### config.mk
export PLATFORM = sky130hd
export DESIGN_NAME = coinc_gate_n_flat
export DESIGN_NICKNAME = d
export VERILOG_FILES = /design/src/rtl/coinc_gate_if.sv /design/src/rtl/coinc_gate_n.sv /design/src/flat_wrapper.sv
export SDC_FILE = /design/constraint.sdc
export NUM_CORES = 1
export LEC_CHECK = 0
export CORE_ASPECT_RATIO = 0.5
export CORE_MARGIN = 10
export CORE_UTILIZATION = 35
export CTS_CLUSTER_SIZE = 28
export DETAILED_ROUTE_END_ITERATION = 8
export DONT_BUFFER_PORTS = 1
export SYNTH_ARGS = -nofsm -noshare
export SYNTH_HDL_FRONTEND = slang
export SYNTH_SLANG_ARGS = --single-unit
### constraint.sdc
create_clock -name clk -period 9 [get_ports clk]
set_clock_uncertainty 0.1 [all_clocks]
set_input_delay 0.45 -clock clk [delete_from_list [all_inputs] [get_ports clk]]
set_output_delay 0.45 -clock clk [all_outputs]
set_load 0.005 [all_outputs]
### src/rtl/coinc_gate_if.sv
// Bundle of the coincidence-gate controls and results, shared by the gate (slave) and its driver (master).
// With COINC_COUNTER_EN defined it also carries the fire counter and its clear.
interface coinc_gate_if #(
   parameter int N_CH   = 4,
   parameter int WIN_W  = 8,
   parameter int DEAD_W = 8,
   parameter int CNT_W  = 32
);
   localparam int TH_W = $clog2(N_CH + 1);

   logic              enable;
   logic [N_CH-1:0]   ch_in;
   logic [N_CH-1:0]   ch_mask;
   logic [TH_W-1:0]   threshold;
   logic [WIN_W-1:0]  window;
   logic [DEAD_W-1:0] deadtime;
   logic              coinc_out;
   logic [N_CH-1:0]   coinc_pattern;
   logic              busy;

`ifdef COINC_COUNTER_EN
   logic              cnt_clr;
   logic [CNT_W-1:0]  coinc_count;

   modport master (
      output enable, ch_in, ch_mask, threshold, window, deadtime, cnt_clr,
      input  coinc_out, coinc_pattern, busy, coinc_count
   );

   modport slave (
      input  enable, ch_in, ch_mask, threshold, window, deadtime, cnt_clr,
      output coinc_out, coinc_pattern, busy, coinc_count
   );
`else
   logic unused_cnt_cfg;
   assign unused_cnt_cfg = ^CNT_W;

   modport master (
      output enable, ch_in, ch_mask, threshold, window, deadtime,
      input  coinc_out, coinc_pattern, busy
   );

   modport slave (
      input  enable, ch_in, ch_mask, threshold, window, deadtime,
      output coinc_out, coinc_pattern, busy
   );
`endif
endinterface

### src/rtl/coinc_gate_n.sv
// N-channel k-of-N coincidence gate: per-channel window stretchers, dead-time hold-off, pattern capture.
// Optional fire counter (coinc_count / cnt_clr) is built when COINC_COUNTER_EN is defined.
module coinc_gate_n #(
   parameter int N_CH   = 4,
   parameter int WIN_W  = 8,
   parameter int DEAD_W = 8,
   parameter int CNT_W  = 32
) (
   input logic         clk,
   input logic         rst_n,
   coinc_gate_if.slave bus
);
   localparam int TH_W = $clog2(N_CH + 1);

   typedef enum logic [1:0] {
      ARMED = 2'd0,
      FIRE  = 2'd1,
      DEAD  = 2'd2
   } state_t;

   state_t            state, state_nxt;
   logic [N_CH-1:0]   ch_d_p0;
   logic [N_CH-1:0]   rise;
   logic [N_CH-1:0]   active;
   logic [WIN_W-1:0]  win_cnt [N_CH];
   logic [DEAD_W-1:0] dcnt;
   logic [TH_W-1:0]   sum;
   logic [N_CH-1:0]   pattern_p1;
   logic              hit;
   logic              fire;

   function automatic logic [TH_W-1:0] popcount(input logic [N_CH-1:0] v);
      logic [TH_W-1:0] c;
      c = '0;
      for (int i = 0; i < N_CH; i++) c = c + TH_W'(v[i]);
      return c;
   endfunction

   // A zero window still gives a one-cycle active pulse.
   function automatic logic [WIN_W-1:0] win_load(input logic [WIN_W-1:0] w);
      return (w == '0) ? '0 : w - 1'b1;
   endfunction

   // Stage 0: edge detect against the registered channel levels
   always_ff @(posedge clk or negedge rst_n) begin
      if (!rst_n) ch_d_p0 <= '0;
      else        ch_d_p0 <= bus.ch_in;
   end

   assign rise = bus.ch_in & ~ch_d_p0 & bus.ch_mask & {N_CH{bus.enable}};

   always_ff @(posedge clk or negedge rst_n) begin
      if (!rst_n) begin
         for (int i = 0; i < N_CH; i++) win_cnt[i] <= '0;
      end else if (!bus.enable || fire) begin
         for (int i = 0; i < N_CH; i++) win_cnt[i] <= '0;
      end else begin
         for (int i = 0; i < N_CH; i++) begin
            if (rise[i])                win_cnt[i] <= win_load(bus.window);
            else if (win_cnt[i] != '0) win_cnt[i] <= win_cnt[i] - 1'b1;
         end
      end
   end

   always_comb begin
      active = '0;
      for (int i = 0; i < N_CH; i++) active[i] = rise[i] | (win_cnt[i] != '0);
   end

   assign sum  = popcount(active);
   assign hit  = (bus.threshold != '0) && (sum >= bus.threshold);
   assign fire = bus.enable && (state == ARMED) && hit;

   // Stage 1: fire state, hold-off counter and captured pattern
   always_ff @(posedge clk or negedge rst_n) begin
      if (!rst_n) state <= ARMED;
      else        state <= state_nxt;
   end

   always_comb begin
      state_nxt = state;
      if (!bus.enable) begin
         state_nxt = ARMED;
      end else begin
         case (state)
            ARMED:   if (hit) state_nxt = FIRE;
            FIRE:    state_nxt = (bus.deadtime == '0) ? ARMED : DEAD;
            DEAD:    if (dcnt == '0) state_nxt = ARMED;
            default: state_nxt = ARMED;
         endcase
      end
   end

   always_comb begin
      bus.coinc_out = (state == FIRE);
      bus.busy      = (state != ARMED);
   end

   always_ff @(posedge clk or negedge rst_n) begin
      if (!rst_n)
         dcnt <= '0;
      else if (!bus.enable)
         dcnt <= '0;
      else if (state == FIRE && bus.deadtime != '0)
         dcnt <= bus.deadtime - 1'b1;
      else if (state == DEAD && dcnt != '0)
         dcnt <= dcnt - 1'b1;
   end

   always_ff @(posedge clk or negedge rst_n) begin
      if (!rst_n)    pattern_p1 <= '0;
      else if (fire) pattern_p1 <= active;
   end

   assign bus.coinc_pattern = pattern_p1;

`ifdef COINC_COUNTER_EN
   logic [CNT_W-1:0] count_p1;

   // Clear takes priority over a fire in the same cycle.
   always_ff @(posedge clk or negedge rst_n) begin
      if (!rst_n)           count_p1 <= '0;
      else if (bus.cnt_clr) count_p1 <= '0;
      else if (fire)        count_p1 <= count_p1 + 1'b1;
   end

   assign bus.coinc_count = count_p1;
`else
   logic unused_cnt_cfg;
   assign unused_cnt_cfg = ^CNT_W;
`endif
endmodule
### src/flat_wrapper.sv
// flat-port wrapper written by rule: the top's interface ports become plain ports
module coinc_gate_n_flat 
#(
   parameter int N_CH   = 4,
   parameter int WIN_W  = 8,
   parameter int DEAD_W = 8,
   parameter int CNT_W  = 32
)
  (clk, rst_n, bus_enable, bus_ch_in, bus_ch_mask, bus_threshold, bus_window, bus_deadtime, bus_coinc_out, bus_coinc_pattern, bus_busy);
  coinc_gate_if #(.N_CH(N_CH), .WIN_W(WIN_W), .DEAD_W(DEAD_W), .CNT_W(CNT_W)) bus_i ();
  input logic clk;
  input logic rst_n;
  input wire logic [$bits(bus_i.enable)-1:0] bus_enable;
  input wire logic [$bits(bus_i.ch_in)-1:0] bus_ch_in;
  input wire logic [$bits(bus_i.ch_mask)-1:0] bus_ch_mask;
  input wire logic [$bits(bus_i.threshold)-1:0] bus_threshold;
  input wire logic [$bits(bus_i.window)-1:0] bus_window;
  input wire logic [$bits(bus_i.deadtime)-1:0] bus_deadtime;
  output wire logic [$bits(bus_i.coinc_out)-1:0] bus_coinc_out;
  output wire logic [$bits(bus_i.coinc_pattern)-1:0] bus_coinc_pattern;
  output wire logic [$bits(bus_i.busy)-1:0] bus_busy;
  assign bus_i.enable = bus_enable;
  assign bus_i.ch_in = bus_ch_in;
  assign bus_i.ch_mask = bus_ch_mask;
  assign bus_i.threshold = bus_threshold;
  assign bus_i.window = bus_window;
  assign bus_i.deadtime = bus_deadtime;
  assign bus_coinc_out = bus_i.coinc_out;
  assign bus_coinc_pattern = bus_i.coinc_pattern;
  assign bus_busy = bus_i.busy;
  coinc_gate_n #(.N_CH(N_CH), .WIN_W(WIN_W), .DEAD_W(DEAD_W), .CNT_W(CNT_W)) u_core (.clk(clk), .rst_n(rst_n), .bus(bus_i));
endmodule
==> impl_metrics.sql <==
INSERT INTO impl_metrics (metric_group, metric, value, unit) VALUES
('run_status', 'outcome', 'finished, final reports clean', ''),
('timing', 'hold-worst-slack', '0.07718', 'ns'),
('power', 'pwr-share-comb', '0.570', ''),
('yosys', 'avgSynthCellArea', '9.316', 'um2'),
('power', 'max-vdd-ir-drop', '0.0001471', 'V'),
('power', 'power_switching', '0.5551', 'mW'),
('global_routing', 'maximum_number_of_pins_on_one_net_before_global_route_repair', '51', ''),
('power', 'clock_power_share', '0.152', ''),
('yosys', 'synth.yosys.seq_area_share', '0.3670', ''),
('die', 'number_of_ports_placed_on_the_die_boundary', '36', ''),
('timing', 'slew_headroom', '0.5630', ''),
('cells_and_area', 'finalNetCount', '409', ''),
('placement', 'detailed_place_hpwl', '5823', 'um'),
('drt', 'drt-wirelength-per-cell', '16.16', 'um'),
('drt', 'final_antenna_net_count', '0', ''),
('placement', 'placedInstanceArea', '3533', 'um2'),
('yosys', 'yosys_register_bits', '50', ''),
('drt', 'postRouteWirelength', '8050', 'um'),
('yosys', 'post_synth_mux_area_share', '0.06202', ''),
('power', 'cellInternalPower', '0.7492', 'mW'),
('power', 'seq_power_share', '0.278', ''),
('setup_path', 'required', '9.06', 'ns'),
('yosys', 'synth_async_sr_flop_share', '1.000', ''),
('clocking', 'worst_setup_hold_path_clk_slew', '0.07', 'ns'),
('timing', 'min_period_over_period', '0.4483', ''),
('yosys', 'synthesis.yosys.warnings', '0', ''),
('cells_and_area', 'register_area', '1251', 'um2'),
('cells_and_area', 'leading_cell_type_in_the_layout_fill_and_taps_excluded', 'sky130_fd_sc_hd__nor2_1', ''),
('die', 'die_width', '159.6', 'um'),
('flow_run', 'max-cap-violations', '0', ''),
('placement', 'routabilityCongestion', '0.8034', ''),
('drt', 'post_drt_via_cell_ratio', '5.398', ''),
('setup_path', 'critical_path.startpoint_type', 'register', ''),
('setup_path', 'cpMostUsedCell', 'sky130_fd_sc_hd__ha_1', ''),
('global_routing', 'gr-usage-all-layers', '0.1102', ''),
('cells_and_area', 'multi_input_comb_area', '2031', 'um2'),
('die', 'die_area', '14330', 'um2'),
('setup_path', 'cp_cell_sequence', 'inv_1 > ha_1 > nor4b_1 > and2_1 > nand2_1 > ha_1 > fa_1 > inv_1 > ha_1 > nand2b_1 > a21o_1 > a21oi_1 > o31ai_4 > buf_4 > a2111oi_0', ''),
('cells_and_area', 'finish.utilization', '0.3931', ''),
('timing', 'final_max_slew_viol_count', '0', ''),
('setup_path', 'rr_worst_depth', '15', ''),
('clocking', 'cts.path.max_buffers', '2', ''),
('clocking', 'clkSinkCount', '50', ''),
('yosys', 'count_of_flip_flops_with_a_built_in_enable_after_synthesis', '0', ''),
('setup_path', 'regToRegSetupSlack', '4.97', 'ns'),
('yosys', 'synthAdderAreaFrac', '0.06459', ''),
('global_routing', 'grt_pass1_vias', '2571', ''),
('cells_and_area', 'instances_no_fill', '498', ''),
('yosys', 'synth_simple_gate_area_frac', '0.2404', ''),
('clocking', 'htree_num_levels', '2', ''),
('timing', 'fmax', '247.9', 'MHz'),
('yosys', 'syn_nets', '413', ''),
('timing', 'timing.final.setup_violations', '0', ''),
('power', 'p_leak', '1.568', 'nW'),
('global_routing', 'grt_antenna_before_repair', '0', ''),
('setup_path', 'worst_path_largest_cell_delay', '0.51', 'ns'),
('setup_path', 'critical_path.startpoint', 'u_core.win_cnt[16]', ''),
('yosys', 'synthesis.area', '3410', 'um2'),
('power', 'swShare', '0.4256', ''),
('die', 'core-area', '9478', 'um2'),
('yosys', 'largest_family_of_logic_cells_by_synthesized_area', 'simple AND/OR/NAND/NOR gates', ''),
('cells_and_area', 'area.growth.synth_to_final', '9.284', '%'),
('timing', 'min_period', '4.035', 'ns'),
('die', 'number_of_rows_in_the_core_area', '25', ''),
('worst_hold_path', 'worstHoldPathCells', '0', ''),
('cells_and_area', 'final_area', '3726', 'um2'),
('drt', 'dr_total_vias', '2688', ''),
('yosys', 'synth_cells', '366', ''),
('cells_and_area', 'final_cell_mix', '53 x sky130_fd_sc_hd__nor2_1, 50 x sky130_fd_sc_hd__dfrtp_1, 21 x sky130_fd_sc_hd__nand2_1, 20 x sky130_fd_sc_hd__nor3_1', ''),
('setup_path', 'path_max_fanout', '32', ''),
('worst_hold_path', 'hold-path-endpoint', 'u_core.ch_d_p0[1]', '');
## flip-flops by register name, indices dropped and copies added, names as in the netlist
signal,cells
u_core.win_cnt,32
u_core.dcnt,8
u_core.bus.coinc_pattern,4
u_core.ch_d_p0,4
u_core.state,2
## power groups by stage
stage | registers, mW | clock network (mW) | logic (mW)
3_5_place_dp | 0.365 | 0 | 0.741
3_3_place_gp | 0.365 | 0 | 0.732
4_1_cts | 0.362 | 0.204 | 0.753
6_report | 0.362 | 0.198 | 0.744
5_1_grt | 0.373 | 0.213 | 0.854
2_1_floorplan | 0.347 | 0 | 0.623
## synth_stat cells (2+ instances only)
cell | n | area share
sky130_fd_sc_hd__and4_1 | 2 | 0.0051
sky130_fd_sc_hd__nor2b_1 | 2 | 0.0037
sky130_fd_sc_hd__and4b_1 | 3 | 0.0088
sky130_fd_sc_hd__nor4_1 | 7 | 0.013
sky130_fd_sc_hd__dfrtp_1 | 50 | 0.37
sky130_fd_sc_hd__a21oi_1 | 19 | 0.028
sky130_fd_sc_hd__mux2_2 | 9 | 0.030
sky130_fd_sc_hd__xnor2_1 | 13 | 0.033
sky130_fd_sc_hd__a211oi_1 | 14 | 0.031
sky130_fd_sc_hd__inv_1 | 19 | 0.021
sky130_fd_sc_hd__nor3_2 | 2 | 0.0059
sky130_fd_sc_hd__nand2_1 | 21 | 0.023
sky130_fd_sc_hd__nor3_1 | 20 | 0.029
sky130_fd_sc_hd__or4_4 | 2 | 0.0066
sky130_fd_sc_hd__o21ai_0 | 4 | 0.0059
sky130_fd_sc_hd__or3b_2 | 2 | 0.0051
sky130_fd_sc_hd__ha_1 | 16 | 0.059
sky130_fd_sc_hd__o211ai_1 | 2 | 0.0044
sky130_fd_sc_hd__xor2_1 | 9 | 0.023
sky130_fd_sc_hd__buf_2 | 5 | 0.0073
sky130_fd_sc_hd__nand4b_1 | 4 | 0.010
sky130_fd_sc_hd__a2111oi_2 | 3 | 0.013
sky130_fd_sc_hd__o22a_1 | 2 | 0.0051
sky130_fd_sc_hd__nor3b_2 | 2 | 0.0073
sky130_fd_sc_hd__or3_1 | 3 | 0.0055
sky130_fd_sc_hd__nand3_1 | 2 | 0.0029
sky130_fd_sc_hd__or4_1 | 2 | 0.0044
sky130_fd_sc_hd__o31a_1 | 3 | 0.0077
sky130_fd_sc_hd__a22oi_1 | 4 | 0.0088
sky130_fd_sc_hd__a2111oi_0 | 8 | 0.021
sky130_fd_sc_hd__o22ai_1 | 8 | 0.015
sky130_fd_sc_hd__nor2_1 | 53 | 0.058
sky130_fd_sc_hd__nand2b_1 | 5 | 0.0092
sky130_fd_sc_hd__a2bb2oi_1 | 2 | 0.0051
sky130_fd_sc_hd__clkbuf_1 | 8 | 0.0088
sky130_fd_sc_hd__mux2i_1 | 11 | 0.032
sky130_fd_sc_hd__nor4b_1 | 3 | 0.0077
## cell families (layout without fill, tap and decap cells)
family                     Yosys count  after routing
adders and majority gates           17             17
muxes                               20             20
buffers and inverters               34             31
AOI/OAI and AO/OA                   77             77
DFF                                 50             50
and+or+nand+nor                    146            146
xor gates and xnor gates            22             22
## through the flow
step           power, mW  worst slack [ns]
2_1_floorplan     0.9695             5.177
3_3_place_gp       1.097             5.004
3_5_place_dp       1.106             4.914
4_1_cts            1.318             4.906
5_1_grt            1.440             4.538
6_report           1.304             4.965
## layout make-up
type                            instances  share of cell area
Clock buffer                            6             0.03727
Timing Repair Buffer                    3             0.01209
Sequential cell                        50              0.3358
Clock inverter                          2            0.004365
Inverter                               20             0.02015
Multi-Input combinational cell        282              0.5450
Tap cell                              135             0.04533
## worst max path at each step
stage / end / slack (ns) / cells after the start
after global routing: u_core.win_cnt[14] / 4.54 / 15
after CTS: u_core.win_cnt[6] / 4.91 / 15
after global placement: u_core.bus.coinc_pattern[3] / 5.00 / 11
after detailed placement: u_core.win_cnt[4] / 4.91 / 15
final: u_core.win_cnt[6] / 4.97 / 15
after floorplan: u_core.bus.coinc_pattern[0] / 5.18 / 12
## layer usage
| layer | part of all wire | vias to the layer above | GRT usage | routed length (um) |
|---|---|---|---|---|
| met5 | 0 | - | 0 | 0 |
| met4 | 0.020 | 0 | 0.04064 | 157 |
| met3 | 0.052 | 12 | 0.03003 | 421 |
| met2 | 0.45 | 44 | 0.1699 | 3590 |
| met1 | 0.48 | 1289 | 0.1441 | 3881 |
| li1 | - | 1343 | - | - |
## timing repair
item	CTS	global route
gates resized for setup	0	0
hold buffers	2	0
endpoints found under the hold margin	50	0
(Power assumes the default switching activity.)
